`config.mk`:
```
export PLATFORM = sky130hd
export DESIGN_NAME = eq_run_gen
export DESIGN_NICKNAME = d
export VERILOG_FILES = /design/src/rtl/eq_run_gen.sv
export SDC_FILE = /design/constraint.sdc
export NUM_CORES = 1
export LEC_CHECK = 0
export BUFFER_PORTS_ARGS = -buffer_cell sky130_fd_sc_hd__buf_2
export CAP_MARGIN = 10
export CORE_UTILIZATION = 53
export DETAILED_ROUTE_END_ITERATION = 8
export HOLD_SLACK_MARGIN = 0.12
export PLACE_DENSITY = 0.76
export SYNTH_ARGS = -nofsm -noshare
export SYNTH_HDL_FRONTEND = slang
export SYNTH_SLANG_ARGS = --single-unit
```
`constraint.sdc`:
```
create_clock -name i_clk -period 2.4 [get_ports i_clk]
set_input_delay 0.36 -clock i_clk [delete_from_list [all_inputs] [get_ports i_clk]]
set_output_delay 0.36 -clock i_clk [all_outputs]
set_load 0.05 [all_outputs]
```
`src/rtl/eq_run_gen.sv`:
```
// rtl/eq_run_gen.sv - stimulus source for the equal-input-run detector, with expected z.
// Optional EQ_RUN_ZCOUNT_EN adds o_zcnt, the per-burst count of z_exp cycles.
module eq_run_gen #(
  parameter int LEN_W = 4
) (
  input  logic             i_clk,
  input  logic             i_rst,
  input  logic             i_start,
  input  logic [LEN_W-1:0] i_run_len,
  input  logic             i_pol,
  input  logic             i_brk,
  output logic             o_w1,
  output logic             o_w2,
  output logic             o_valid,
  output logic             o_z_exp,
  output logic             o_busy,
`ifdef EQ_RUN_ZCOUNT_EN
  output logic [7:0]       o_zcnt,
`endif
  output logic             o_done
);

  typedef enum logic [1:0] {
    S_IDLE = 2'd0,
    S_RUN  = 2'd1,
    S_BRK  = 2'd2,
    S_DONE = 2'd3
  } state_t;

  state_t           r_state;
  state_t           w_state_nxt;
  logic [LEN_W-1:0] r_cnt;
  logic [LEN_W-1:0] w_cnt_nxt;
  logic             r_pol;
  logic             w_pol_nxt;
  logic             r_brk;
  logic             w_brk_nxt;
  logic [1:0]       r_hist;
  logic [1:0]       w_hist_nxt;
  logic             w_accept;
  logic             w_w1_nxt;
  logic             w_w2_nxt;
  logic             w_valid_nxt;
  logic             w_busy_nxt;
  logic             w_done_nxt;
  logic             w_eq_nxt;
  logic             w_z_nxt;

  // r_cnt holds the number of run pairs still to come after the one on the outputs.
  always_comb begin
    w_state_nxt = r_state;
    w_cnt_nxt   = r_cnt;
    w_pol_nxt   = r_pol;
    w_brk_nxt   = r_brk;
    w_accept    = 1'b0;
    case (r_state)
      S_IDLE: begin
        if (i_start) begin
          w_accept  = 1'b1;
          w_pol_nxt = i_pol;
          w_brk_nxt = i_brk;
          if (i_run_len != '0) begin
            w_state_nxt = S_RUN;
            w_cnt_nxt   = i_run_len - 1'b1;
          end else if (i_brk) begin
            w_state_nxt = S_BRK;
          end else begin
            w_state_nxt = S_DONE;
          end
        end
      end
      S_RUN: begin
        if (r_cnt != '0) begin
          w_cnt_nxt = r_cnt - 1'b1;
        end else if (r_brk) begin
          w_state_nxt = S_BRK;
        end else begin
          w_state_nxt = S_DONE;
        end
      end
      S_BRK:   w_state_nxt = S_DONE;
      default: w_state_nxt = S_IDLE;
    endcase
  end

  // Outputs are registered, so they are decoded from the state being entered.
  always_comb begin
    w_w1_nxt    = 1'b0;
    w_w2_nxt    = 1'b1;
    w_valid_nxt = 1'b0;
    w_busy_nxt  = 1'b0;
    w_done_nxt  = 1'b0;
    case (w_state_nxt)
      S_RUN: begin
        w_w1_nxt    = w_pol_nxt;
        w_w2_nxt    = w_pol_nxt;
        w_valid_nxt = 1'b1;
        w_busy_nxt  = 1'b1;
      end
      S_BRK: begin
        w_w1_nxt    = ~w_pol_nxt;
        w_w2_nxt    = w_pol_nxt;
        w_valid_nxt = 1'b1;
        w_busy_nxt  = 1'b1;
      end
      S_DONE: begin
        w_busy_nxt = 1'b1;
        w_done_nxt = 1'b1;
      end
      default: ;
    endcase
    w_eq_nxt   = w_valid_nxt & (w_w1_nxt == w_w2_nxt);
    w_z_nxt    = w_eq_nxt & (r_hist == 2'd3);
    w_hist_nxt = 2'd0;
    if (w_eq_nxt) begin
      w_hist_nxt = (r_hist == 2'd3) ? 2'd3 : r_hist + 2'd1;
    end
  end

  always_ff @(posedge i_clk or posedge i_rst) begin
    if (i_rst) begin
      r_state <= S_IDLE;
      r_cnt   <= '0;
      r_pol   <= 1'b0;
      r_brk   <= 1'b0;
      r_hist  <= 2'd0;
      o_w1    <= 1'b0;
      o_w2    <= 1'b1;
      o_valid <= 1'b0;
      o_z_exp <= 1'b0;
      o_busy  <= 1'b0;
      o_done  <= 1'b0;
    end else begin
      r_state <= w_state_nxt;
      r_cnt   <= w_cnt_nxt;
      r_pol   <= w_pol_nxt;
      r_brk   <= w_brk_nxt;
      r_hist  <= w_hist_nxt;
      o_w1    <= w_w1_nxt;
      o_w2    <= w_w2_nxt;
      o_valid <= w_valid_nxt;
      o_z_exp <= w_z_nxt;
      o_busy  <= w_busy_nxt;
      o_done  <= w_done_nxt;
    end
  end

`ifdef EQ_RUN_ZCOUNT_EN
  // Tracks the z_exp value being registered alongside it; held after DONE.
  always_ff @(posedge i_clk or posedge i_rst) begin
    if (i_rst) begin
      o_zcnt <= 8'd0;
    end else if (w_accept) begin
      o_zcnt <= 8'd0;
    end else if (w_z_nxt && (o_zcnt != 8'hff)) begin
      o_zcnt <= o_zcnt + 8'd1;
    end
  end
`endif

endmodule

```
Word-level counts from Yosys, hierarchy flattened
Index checks and enable logic that the tools add are counted.
Widths: inputs -> output; s select.
Storage, ports and cells
  flip-flop bits (word level): 16
  latch bits: 0
  RAM bits: 0
  bits in read-only memories: 0
  input bits: 9
  output and inout port bits: 6
  word-level logic and storage cells: 54
  memories: 0
Cells by class
  add/sub/neg operators: 3
  $mul: 0
  divide/modulo/power cells: 0
  $lt $le $gt $ge: 0
  eq/ne operators: 10
  shift operators: 0
  multiplexer cells: 19
  bitwise gates (word level): 3
  reduce and logical (&&, ||, !) cells: 8
Operator list (count)
  $mux 4: 3
  $mux 2: 5
  $eq 2x2->1 const B: 4
  $mux 1: 8
  $pmux 4 s2: 1
  $reduce_bool 4->1: 2
  $sub 4x1->4 const B: 2
  $ne 2x2->1 const B: 3
  $pmux 2 s3: 1
  $eq 2x1->1 const B: 2
  $reduce_and 4->1: 1
  $reduce_or 3->1: 1
  $add 2x1->2 const B: 1
  $and 1x1->1: 2
  $logic_not 2->1: 1
  $pmux 1 s2: 1
  $reduce_and 2->1: 1
  $reduce_bool 2->1: 1
  $reduce_or 2->1: 1
  $eq 1x1->1: 1
  $not 1->1: 1

Logic depth before layout (Yosys ltp)
Gate-level depths: netlist (run 1).
  depth after elaboration: 10
  mapped depth: 9
  depth with buffers taken out: 8

Worst setup path before layout (run 1)
OpenSTA, ideal clock, no wires.
  path type: input port to flip-flop
  from: in i_run_len[1]
  to: reg o_w1
  setup time: 0.125 ns
  arrival: 1.791 ns
  data required time: 2.275 ns
  slack: 0.484 ns
  stages: 6
  buffers on the path: 0
  cells stage by stage: nor4_1 -> nand2_1 -> a211o_1 -> o21a_1 -> ha_1 -> mux2_4
Between the ends
  cells in the longest elaborated chain, start to end: 6
  elaborated cells on any way between the ends: 7
  those cells by class: eq/ne (2); mux (4); reduce/logical (1)
Ends and longest elaborated chain
  from (decl): RTL line 9  | input logic [LEN_W-1:0] i_run_len,
  $reduce_bool 4->1 (*): RTL line 62  | if (i_run_len != '0) begin
  $mux 2 (*): RTL line 62
  $mux 2 (*): RTL line 58  | if (i_start) begin
  $pmux 2 s3 (*): RTL line 56  | case (r_state)
  net w_state_nxt[0]: RTL line 31  | state_t w_state_nxt;
  $eq 2x2->1 / $eq 2x1->1 (equally long branches): RTL line 93  | case (w_state_nxt)
  $pmux 1 s2 (*): RTL line 93
  net w_w1_nxt: RTL line 41  | logic w_w1_nxt;
  to (signal assigned): RTL line 139  | o_w1 <= w_w1_nxt;
  to (decl): RTL line 12  | output logic o_w1,
Mark *: on every way through the listed nets, which the timed path passes. The rest lies on a longest branch.
A chain may end at the register's enable or synchronous reset.

Final worst setup path (run 1)
  from: reg r_state[0]
  to: reg r_cnt[2]
Between the ends
  cells in the longest elaborated chain, start to end: 3
  elaborated cells on any way between the ends: 8
  those cells by class: eq/ne (4); mux (1); reduce/logical (3)
Ends and longest elaborated chain
  from (decl): RTL line 30  | state_t r_state;
  from (signal assigned): RTL line 134  | r_state <= w_state_nxt;
  $eq 2x1->1 / $logic_not 2->1 (equally long branches): RTL line 56
  $ne 2x2->1 (no line) / $reduce_bool 2->1 (equally long branches)
  $reduce_and 4->1 (no line)
  to (signal assigned): RTL line 135  | r_cnt <= w_cnt_nxt;
  to (decl): RTL line 32  | logic [LEN_W-1:0] r_cnt;
Several ways; a longest one is shown, not always the timed one.

==> summary.txt, run 1 <==
Worst setup SP type = flop
cell area after layout = 958 um^2
clock sink count = 16
Ys Warns = 0
WP buf/inv = 1
Crit path required time = 2.57 ns
RePlAce Congestion = 0.891
pin count of the biggest net entering global routing = 17
routed length per instance = 12.8 um
Reg with most FFs = r_cnt
Post-Syn Instances = 82
CTS tree = yes
critical path capture point type = flop
Reg clk slew, reported paths = 0.09 ns
H-tree levels = 1
Initial Util = 56.7%
top cell type's share of synthesized area = 44.4%
leak pwr = 0.467 nW
worst ir drop on vdd = 0.742 mV
Longest Clk Path Bufs = 2
placed inst area = 922 um^2
post_cts resized = 0
Critical Path, Cell by Cell = inv_1, nor2_1, nor2_1, a21oi_1, ha_1, a21oi_1, a311oi_1, nor3_1
Regs by FF count = r_cnt (4), r_hist (2), r_state (2)
Die Y = 41.9 um
min cycle time layout = 1.90 ns
Tcrit/Tclk final = 79.0%
gr ovfl total = 0
cell count of the worst reg-to-reg path = 8
Post-CTS Setup Bufs = 0
RR Startpoint = r_state[0]$_DFF_PP0_
IO Count = 15
Worst R2R End = r_cnt[2]$_DFFE_PP0P_
Worst slew margin = 61.0%
worst reg2reg setup slack = 0.50 ns
Seq cells post-synth = 16
worst skew pair latency = 0.29 ns
initial antenna violation count = 0
Crit Path Category = flop to flop
FP Rows = 14
Least-Margin Pin Slew = 0.585 ns
final setup TNS = 0 ns
RSZ-0062 raised after global routing = no
vias per inst = 5.83
final wirelength = 1480 um
first-pass GRT wire length = 2640 um
final setup vio count = 0
run status = completed
max reg flops = 4
layout cells sized above 1 = 24.2%
Ant. Diodes = 0
Num CTS Buffers = 3
filler cell count = 127
synth unique cells = 28
Setup Skew = 0.00662 ns
Worst Hold Class = input pin to asynchronous set/reset pin
routed vias = 670
Fmax = 527 MHz
nets = 115
pins over their slew limit = 0
part of the Yosys area used for sequential elements = 47.6%
Die W = 41.9 um
CP max-delay cell = dfrtp_1
core area = 1490 um^2
Post-CTS Hold Buffers = 0
vias in the first global route = 649
delay-heaviest family, CP = flip-flops
cell taking the most area after synthesis = dfrtp_1
Synthesized Nets = 97
syn avg cell area = 10.3 um^2
Critical Path Max Stage Delay = 0.49 ns
first drt pass iteration count = 4
maxcap violations = 0
die area = 1760 um^2
Area contributors post-synth = dfrtp_1 44%, ha_1 8.9%, a21oi_1 4.1%, o21ai_0 3.6%, dfstp_2 3.1%
Total GRT Usage = 20.6%
post-route ant nets = 0
Buffers on Ports = 14
Area Growth Syn to Fin = 13.5%
Post-Syn Area = 845 um^2
detailed placement HPWL = 1150 um
DR DRC count = 0
Hold Vio Cnt, Final = 0
CP max FO = 9
WP data arrival = 2.06 ns
initial drt markers = 16
PwrDens = 1440 nW/um^2
Clock Tree Root = clkbuf_4
-- per-stage QoR --
| stage | instances | setup slack [ns] | total power, W | util [%] | hold WS [ns] |
|---|---|---|---|---|---|
| after floorplan | 82 | 0.484 | 0.00107 | - | 0.273 |
| after global placement | 111 | 0.444 | 0.00119 | 61.9 | 0.450 |
| after detailed placement | 111 | 0.385 | 0.00121 | 61.9 | 0.462 |
| after CTS | 115 | 0.494 | 0.00139 | 64.4 | 0.131 |
| after global routing | 115 | 0.184 | 0.00150 | 64.4 | 0.175 |
| final | 115 | 0.504 | 0.00138 | 64.4 | 0.119 |
-- metal layers --
layer  wire [um]  up-vias  GRT usage [%]
li1            -      324              -
met1         621      315           24.9
met2         732       26           34.1
met3          87        5           4.35
met4          36        0           11.6
met5           0        -              0
-- how the worst max path moves through the flow --
| stage | start | end | depth (start not counted) |
|---|---|---|---|
| floorplan | i_run_len[1] | o_w1$_DFF_PP0_ | 6 |
| global placement | i_run_len[1] | o_w1$_DFF_PP0_ | 7 |
| detailed placement | i_run_len[1] | o_w1$_DFF_PP0_ | 7 |
| CTS | r_state[0]$_DFF_PP0_ | r_cnt[2]$_DFFE_PP0P_ | 8 |
| global route | r_state[0]$_DFF_PP0_ | r_cnt[2]$_DFFE_PP0P_ | 8 |
| finish | r_state[0]$_DFF_PP0_ | r_cnt[2]$_DFFE_PP0P_ | 8 |
-- logic make-up (layout without fill, tap and decap cells) --
kind of cell	after synthesis	in the layout	share of synthesized area, %
AO/OA/AOI/OAI	22	22	16.1
adder cells (fa/ha/maj)	6	6	8.89
buffers and inverters	10	27	6.37
flip-flops	16	16	47.6
multiplexers	4	4	6.96
AND/OR/NAND/NOR	24	24	14.1
-- power by group --
group | leakage [nW] | switching [W] | internal, W
sequential | 0.187 | 0.0000965 | 0.000404
combinational | 0.259 | 0.000424 | 0.000279
clock | 0.0210 | 0.0000828 | 0.0000925
total | 0.467 | 0.000604 | 0.000775
-- worst reg2reg max path, stage by stage (launching register included) --
cell and delay [ns]:
dfrtp_1 0.49, inv_1 0.12, nor2_1 0.28, nor2_1 0.08, a21oi_1 0.15, ha_1 0.23, a21oi_1 0.06, a311oi_1 0.27
nor3_1 0.09
-- synth_stat cells (all sizes together) --
master	number
a21oi	7
nor4	3
a211o	1
dfrtp	15
a21o	1
mux2	2
buf	3
ha	6
nor3	4
o21a	2
and3	2
a21boi	1
mux2i	2
o31ai	1
dfstp	1
o21ai	6
nand3	3
nand2b	1
a211oi	1
nor2	6
o31a	1
inv	7
nand2	4
or3b	1
a311oi	1
-- placed cells by master (no fill, tap or decap), drive strengths merged, types with 2 or more instances in the layout --
master  synthesis  routed
mux2            2       2
clkbuf          0       4
and3            2       2
nand3           3       3
nor3            4       4
nand2           4       4
nor2            6       6
inv             7       7
mux2i           2       2
ha              6       6
o21a            2       2
a21oi           7       7
o21ai           6       6
nor4            3       3
dfrtp          15      15
buf             3      16
-- layout make-up --
cell class,instances,area (um^2),area share [%]
Timing Repair Buffer,16,85.1,8.88
Tap cell,16,20.0,2.09
Clock buffer,4,36.3,3.79
Sequential cell,16,402,41.9
Inverter,7,26.3,2.74
Multi-Input combinational cell,56,389,40.6
No activity file was read; power rests on OpenSTA's default activity.
==> run 2: changes to the inputs <==
--- a/config.mk
+++ b/config.mk
@@ -5,6 +5,7 @@
 export SDC_FILE = /design/constraint.sdc
 export NUM_CORES = 1
 export LEC_CHECK = 0
+export ABC_AREA = 1
 export BUFFER_PORTS_ARGS = -buffer_cell sky130_fd_sc_hd__buf_2
 export CAP_MARGIN = 10
 export CORE_UTILIZATION = 53
==> constraint.sdc (replaced) <==
create_clock -name i_clk -period 1.8 [get_ports i_clk]
set_input_delay 0.27 -clock i_clk [delete_from_list [all_inputs] [get_ports i_clk]]
set_output_delay 0.27 -clock i_clk [all_outputs]
set_load 0.05 [all_outputs]
==> run 2 against run 1 <==
- maximum frequency increased by 16%
- die area is 0.86% lower
- clock-buffer cell count unchanged
- global-route usage shrank 1.8 points
- area after synthesis fell by 0.89%
- synthesized cell count increased by 20%
- critical path depth did not move
- non-clock buffer count unchanged
- register-to-register slack got worse by 0.34 ns
- combinational power increased by 66%
- core utilization increased by 7.2 points
- final cell count grew 15%
- critical path type unchanged
- critical endpoint is now r_hist[1]$_DFF_PP0_
- largest power group unchanged
==> summary.txt, run 2 <==
layout cells sized above 1 = 31.6% (was 24.2%)
nets = 133 (was 115)
total placed cells including tap cells = 126 (was 111)
max reg flops = 4 (unchanged)
initial antenna violation count = 0 (unchanged)
GR Util met3 = 3.91% (was 4.35%)
Worst slew margin = 60.6% (was 61.0%)
die area = 1740 um^2 (was 1760 um^2)
RR Startpoint = r_state[0]$_DFF_PP0_ (unchanged)
delay-heaviest family, CP = flip-flops (unchanged)
IO Count = 15 (unchanged)
Hold Vio Cnt, Final = 0 (unchanged)
CP max-delay cell = dfrtp_2 (was dfrtp_1)
worst skew pair latency = 0.30 ns (was 0.29 ns)
final setup TNS = 0 ns (unchanged)
CP max FO = 8 (was 9)
top cell type's share of synthesized area = 44.8% (was 44.4%)
Post-Syn Instances = 98 (was 82)
Die Y = 41.7 um (was 41.9 um)
min cycle time layout = 1.63 ns (was 1.90 ns)
most common cell after layout, fill and taps aside = nand2_1 (was dfrtp_1)
core area = 1380 um^2 (was 1490 um^2)
top_reg_cell synth = dfrtp_1 (unchanged)
Longest Clk Path Bufs = 2 (unchanged)
initial drt markers = 13 (was 16)
Clock Tree Root = clkbuf_4 (unchanged)
Fmax = 612 MHz (was 527 MHz)
Post-synth EDFFs = 0 (unchanged)
final wirelength = 1500 um (was 1480 um)
routed length per instance = 11.4 um (was 12.8 um)
cell taking the most area after synthesis = dfrtp_1 (unchanged)
vias in the first global route = 591 (was 649)
Area Growth Syn to Fin = 18.2% (was 13.5%)
WP buf/inv = 2 (was 1)
grt peak-use layer = met2 (unchanged)
critical path capture point type = flop (unchanged)
Reg clk slew, reported paths = 0.10 ns (was 0.09 ns)
H-tree levels = 1 (unchanged)
Synthesized Nets = 113 (was 97)
worst reg2reg setup slack = 0.17 ns (was 0.50 ns)
Worst Hold Class = input pin to flop (was input pin to asynchronous set/reset pin)
final setup vio count = 0 (unchanged)
Crit path required time = 1.97 ns (was 2.57 ns)
crit path from = r_state[0]$_DFF_PP0_ (unchanged)
WP data arrival = 1.80 ns (was 2.06 ns)
commonest non-fill, non-tap cells in the layout = 24 x nand2_1, 15 x inv_1, 14 x buf_2 (was 15 x dfrtp_1, 14 x buf_2, 7 x inv_1, 7 x a21oi_1)
routed vias = 645 (was 670)
Reg with most FFs = r_cnt (unchanged)
Worst R2R End = r_hist[1]$_DFF_PP0_ (was r_cnt[2]$_DFFE_PP0P_)
most frequent cells after synthesis = 24 x nand2_1, 15 x dfrtp_1, 15 x inv_1 (was 15 x dfrtp_1, 7 x a21oi_1, 7 x inv_1)
Tcrit/Tclk final = 90.8% (was 79.0%)
met2 Usage GRT = 30.9% (was 34.1%)
Cell Count, Final, Fillers Out = 132 (was 115)
worst ir drop on vdd = 1.28 mV (was 0.742 mV)
Worst setup SP type = flop (unchanged)
Total GRT Usage = 18.9% (was 20.6%)
top-count cell post-synth = nand2_1 (was dfrtp_1)
Post-Syn Area = 837 um^2 (was 845 um^2)
FP Rows = 13 (was 14)
Async SR Flop Fraction = 100% (unchanged)
leak pwr = 0.542 nW (was 0.467 nW)
DR DRC count = 0 (unchanged)
clock sink count = 16 (unchanged)
M1 GR Usage = 22.7% (was 24.9%)
pin count of the biggest net entering global routing = 17 (unchanged)
PwrDens = 2080 nW/um^2 (was 1440 nW/um^2)
Buffers on Ports = 14 (unchanged)
Critical Path, Cell by Cell = buf_4, nand3_2, nand2_4, nor3_4, inv_1, ha_1, nand2_1, o21ai_0 (was inv_1, nor2_1, nor2_1, a21oi_1, ha_1, a21oi_1, a311oi_1, nor3_1)
first-pass GRT wire length = 2440 um (was 2640 um)
first drt pass iteration count = 4 (unchanged)
detailed placement HPWL = 1100 um (was 1150 um)
Initial Util = 60.5% (was 56.7%)
part of the Yosys area used for sequential elements = 48.0% (was 47.6%)
CTS tree = yes (unchanged)
vias per inst = 4.89 (was 5.83)
Setup Skew = 0.0108 ns (was 0.00662 ns)
synth unique cells = 20 (was 28)
Ant. Diodes = 0 (unchanged)
syn avg cell area = 8.54 um^2 (was 10.3 um^2)
Worst path depth = 8 (unchanged)
Num CTS Buffers = 3 (unchanged)
Critical Path Max Stage Delay = 0.49 ns (about the same)
Seq cells post-synth = 16 (unchanged)
post-route ant nets = 0 (unchanged)
maxcap violations = 0 (unchanged)
Crit Path Category = flop to flop (unchanged)
Die W = 41.7 um (was 41.9 um)
Least-Margin Pin Slew = 0.591 ns (was 0.585 ns)
gr ovfl total = 0 (unchanged)
Area contributors post-synth = dfrtp_1 45%, nand2_1 11%, ha_1 9.0%, inv_1 6.7%, nand3_1 5.4% (was dfrtp_1 44%, ha_1 8.9%, a21oi_1 4.1%, o21ai_0 3.6%, dfstp_2 3.1%)
CP endpoint = r_hist[1]$_DFF_PP0_ (was r_cnt[2]$_DFFE_PP0P_)
RePlAce Congestion = 0.800 (was 0.891)
cell count of the worst reg-to-reg path = 8 (unchanged)
run status = completed (unchanged)
pins over their slew limit = 0 (unchanged)
Regs by FF count = r_cnt (4), r_hist (2), r_state (2) (unchanged)
RSZ-0062 raised after global routing = no (unchanged)
Ys Warns = 0 (unchanged)
==> run 2: kinds of logic after synthesis <==
family                   Yosys count  synth area share, %
adder cells (fa/ha/maj)            6                 8.97
AO/OA/AOI/OAI                      7                 4.63
flip-flops                        16                 48.0
buffers and inverters             19                 10.0
AND/OR/NAND/NOR                   49                 27.4
XOR/XNOR                           1                 1.05
==> run 2: final cells by class <==
type                            instances  area, um^2
Inverter                               18        72.6
Clock buffer                            4        36.3
Multi-Input combinational cell         63         370
Timing Repair Buffer                   16        87.6
Sequential cell                        16         404
Tap cell                               15        18.8
Fill cell                             108         393
==> run 2: repair_timing <==
item | in CTS | in global routing
buffers inserted | 0 | 1
hold endpoints to repair | 15 | 0
setup endpoints to repair | 0 | 4
resized for setup | 0 | 7
hold buffers | 1 | 0
==> run 2: how the worst min path moves through the flow <==
stage,endpoint,slack (ns),startpoint,cells after the start
after global routing,r_pol$_DFF_PP0_,0.21,i_pol,3
final,r_pol$_DFF_PP0_,0.20,i_pol,3
after global placement,r_cnt[1]$_DFFE_PP0P_,0.35,i_rst,2
after detailed placement,o_z_exp$_DFF_PP0_,0.37,i_rst,2
after floorplan,o_busy$_DFF_PP0_,0.18,i_rst,1
after CTS,r_pol$_DFF_PP0_,0.21,i_pol,3
==> run 2: routing by layer <==
metal / part of all wire, % / vias to the layer above
li1: - / 335
met3: 2.4 / 5
met5: 0 / -
met1: 45 / 296
met2: 50 / 9
met4: 2.5 / 0
==> run 2: metrics by stage <==
stage	setup slack (ns)	hold slack (ns)	util, %	cell area, um^2	power, W
floorplan	0.285	0.183	-	837	0.00154
global placement	0.149	0.352	66.2	915	0.00172
detailed placement	0.0542	0.366	66.2	915	0.00176
CTS	0.0422	0.208	69.5	961	0.00200
global route	0.0122	0.207	71.6	990	0.00223
finish	0.165	0.200	71.6	990	0.00206
==> run 2: worst reg2reg max path: stages, from the launching register on <==
cell and delay [ns]:
dfrtp_2 0.49, buf_4 0.16, nand3_2 0.09, nand2_4 0.09, nor3_4 0.16, inv_1 0.12, ha_1 0.22, nand2_1 0.09
o21ai_0 0.09
==> run 2: power breakdown <==
group          total, W  internal [W]  switching (W)
Clock          0.000243      0.000123       0.000120
Combinational   0.00117      0.000380       0.000786
Sequential     0.000650      0.000543       0.000107
==> run 3: changes to the inputs <==
--- a/config.mk
+++ b/config.mk
@@ -8,10 +8,10 @@
 export ABC_AREA = 1
 export BUFFER_PORTS_ARGS = -buffer_cell sky130_fd_sc_hd__buf_2
 export CAP_MARGIN = 10
-export CORE_UTILIZATION = 53
+export CORE_UTILIZATION = 55
 export DETAILED_ROUTE_END_ITERATION = 8
 export HOLD_SLACK_MARGIN = 0.12
-export PLACE_DENSITY = 0.76
+export PLACE_DENSITY = 0.79
 export SYNTH_ARGS = -nofsm -noshare
 export SYNTH_HDL_FRONTEND = slang
 export SYNTH_SLANG_ARGS = --single-unit
==> constraint.sdc (replaced) <==
create_clock -name i_clk -period 2.1 [get_ports i_clk]
set_input_delay 0.315 -clock i_clk [delete_from_list [all_inputs] [get_ports i_clk]]
set_output_delay 0.315 -clock i_clk [all_outputs]
set_load 0.05 [all_outputs]
==> run 3 against run 2 <==
- global-route usage grew 3.0 points
- largest power group unchanged
- worst hold slack gained 0.066 ns
- worst setup slack gained 0.18 ns
- register-to-register slack gained 0.18 ns
==> summary.txt, run 3 (synthesis results as in run 2) <==
initial antenna violation count = 0 (unchanged)
PwrDens = 1760 nW/um^2 (was 2080 nW/um^2)
first-pass GRT wire length = 2320 um (was 2440 um)
delay-heaviest family, CP = flip-flops (unchanged)
gr ovfl total = 0 (unchanged)
Least-Margin Pin Slew = 0.612 ns (was 0.591 ns)
combinational share of power = 55.6% (was 56.6%)
commonest non-fill, non-tap cells in the layout = 24 x nand2_1, 15 x inv_1, 15 x dfrtp_1 (was 24 x nand2_1, 15 x inv_1, 14 x buf_2)
Longest Clk Path Bufs = 2 (unchanged)
worst ir drop on vdd = 1.03 mV (was 1.28 mV)
clock share of power = 11.9% (was 11.8%)
Worst setup SP type = flop (unchanged)
min cycle time layout = 1.76 ns (was 1.63 ns)
Buffers on Ports = 14 (unchanged)
Cell Count, Final, Fillers Out = 131 (was 132)
Setup Skew = 0.00934 ns (was 0.0108 ns)
worst setup margin = 0.344 ns (was 0.165 ns)
core area = 1350 um^2 (was 1380 um^2)
vias in the first global route = 555 (was 591)
Die Y = 41.0 um (was 41.7 um)
total power = 0.00170 W (was 0.00206 W)
worst skew pair latency = 0.28 ns (was 0.30 ns)
H-tree levels = 1 (unchanged)
CP max-delay cell = dfrtp_1 (was dfrtp_2)
Tcrit/Tclk final = 83.6% (was 90.8%)
critical path capture point type = flop (unchanged)
Total GRT Usage = 21.9% (was 18.9%)
Clock Tree Root = clkbuf_4 (unchanged)
detailed placement HPWL = 1100 um (about the same)
most common cell after layout, fill and taps aside = nand2_1 (unchanged)
routed vias = 632 (was 645)
clock sink count = 16 (unchanged)
most used cell along the critical path = inv_1
routed length per instance = 11.0 um (was 11.4 um)
Crit path required time = 2.26 ns (was 1.97 ns)
Critical Path Max Stage Delay = 0.53 ns (was 0.49 ns)
CP max FO = 9 (was 8)
final setup vio count = 0 (unchanged)
DR DRC count = 0 (unchanged)
run status = completed (unchanged)
Hold Vio Cnt, Final = 0 (unchanged)
Worst slew margin = 59.1% (was 60.6%)
Reg clk slew, reported paths = 0.10 ns (about the same)
Initial Util = 62.0% (was 60.5%)
pin count of the biggest net entering global routing = 17 (unchanged)
leak pwr = 0.536 nW (was 0.542 nW)
Fmax = 570 MHz (was 612 MHz)
Regs by FF count = r_cnt (4), r_hist (2), r_state (2) (unchanged)
max reg flops = 4 (unchanged)
Seq pwr share = 32.5% (was 31.6%)
WP data arrival = 1.92 ns (was 1.80 ns)
WP buf/inv = 3 (was 2)
Critical Path, Cell by Cell = inv_4, nand2_2, nor2_2, inv_1, nor2_1, nor3_2, inv_1, ha_1, nand2_1, o21ai_0 (was buf_4, nand3_2, nand2_4, nor3_4, inv_1, ha_1, nand2_1, o21ai_0)
Area Growth Syn to Fin = 14.8% (was 18.2%)
IO Count = 15 (unchanged)
nets = 132 (was 133)
CTS tree = yes (unchanged)
RSZ-0062 raised after global routing = no (unchanged)
layout cells sized above 1 = 27.6% (was 31.6%)
Net Sw Power = 0.000835 W (was 0.00101 W)
Ant. Diodes = 0 (unchanged)
total placed cells including tap cells = 126 (unchanged)
first drt pass iteration count = 4 (unchanged)
Worst Hold Class = input pin to flop (unchanged)
final setup TNS = 0 ns (unchanged)
final wirelength = 1440 um (was 1500 um)
vias per inst = 4.82 (was 4.89)
pins over their slew limit = 0 (unchanged)
Num CTS Buffers = 3 (unchanged)
Pint = 0.000861 W (was 0.00105 W)
Crit Path Category = flop to flop (unchanged)
sw frac = 49.2% (about the same)
post-layout util = 71.2% (was 71.6%)
RePlAce Congestion = 0.742 (was 0.800)
Die W = 41.0 um (was 41.7 um)
die area = 1680 um^2 (was 1740 um^2)
maxcap violations = 0 (unchanged)
FP Rows = 13 (unchanged)
initial drt markers = 9 (was 13)
post-route ant nets = 0 (unchanged)
Placement Setup Slack = 0.365 ns (was 0.0542 ns)
Reg with most FFs = r_cnt (unchanged)
[run 3: worst paths after layout]
kind / start / end / slack (ns) / cells past startpoint
max in group asynchronous: i_rst / o_z_exp$_DFF_PP0_ / 1.05 / 3
worst min register to register: r_hist[0]$_DFF_PP0_ / r_hist[0]$_DFF_PP0_ / 0.49 / 1
worst max register to register: r_state[0]$_DFF_PP0_ / r_hist[0]$_DFF_PP0_ / 0.34 / 10
worst max-delay path: r_state[0]$_DFF_PP0_ / r_hist[0]$_DFF_PP0_ / 0.34 / 10
min in group asynchronous: i_rst / r_cnt[1]$_DFFE_PP0P_ / 0.64 / 3
worst min-delay path: i_pol / r_pol$_DFF_PP0_ / 0.27 / 3
[run 3: stage by stage]
stage	hold slack, ns	area [um^2]
floorplan	0.228	837
global placement	0.397	915
detailed placement	0.415	915
CTS	0.259	961
global route	0.281	961
finish	0.266	961
[run 3: worst reg2reg max path, cell delays in order (launching register included)]
cell	delay (ns)
dfrtp_1	0.53
inv_4	0.05
nand2_2	0.07
nor2_2	0.05
inv_1	0.08
nor2_1	0.06
nor3_2	0.25
inv_1	0.13
ha_1	0.23
nand2_1	0.09
o21ai_0	0.09
[run 3: routing by layer]
metal / up-vias / share of wire [%] / global-route usage, %
met3: 2 / 3.1 / 3.26
met5: - / 0 / 0
met1: 282 / 46 / 29.1
li1: 337 / - / -
met4: 0 / 0.49 / 10.0
met2: 11 / 50 / 34.8
[run 3: cell type report]
| class | instances | area, um^2 |
|---|---|---|
| well taps | 15 | 18.8 |
| multi-input cells | 63 | 352 |
| clock buffers | 4 | 36.3 |
| repair buffers | 15 | 80.1 |
| flip-flops and latches | 16 | 402 |
| inverters | 18 | 72.6 |
| fillers | 107 | 389 |
[run 3: timing repair]
item / 4_1_cts / 5_1_grt
setup buffers: 0 / 0
endpoints found under the hold margin: 15 / 0
hold buffers: 1 / 0
gates resized for setup: 0 / 0
[run 3: power by group through the flow]
stage | sequential [W] | combinational (W) | clock (W)
3_5_place_dp | 0.000557 | 0.000951 | 0
3_3_place_gp | 0.000552 | 0.000920 | 0
4_1_cts | 0.000551 | 0.000954 | 0.000209
2_1_floorplan | 0.000673 | 0.000647 | 0
6_report | 0.000551 | 0.000943 | 0.000202
5_1_grt | 0.000568 | 0.00108 | 0.000218
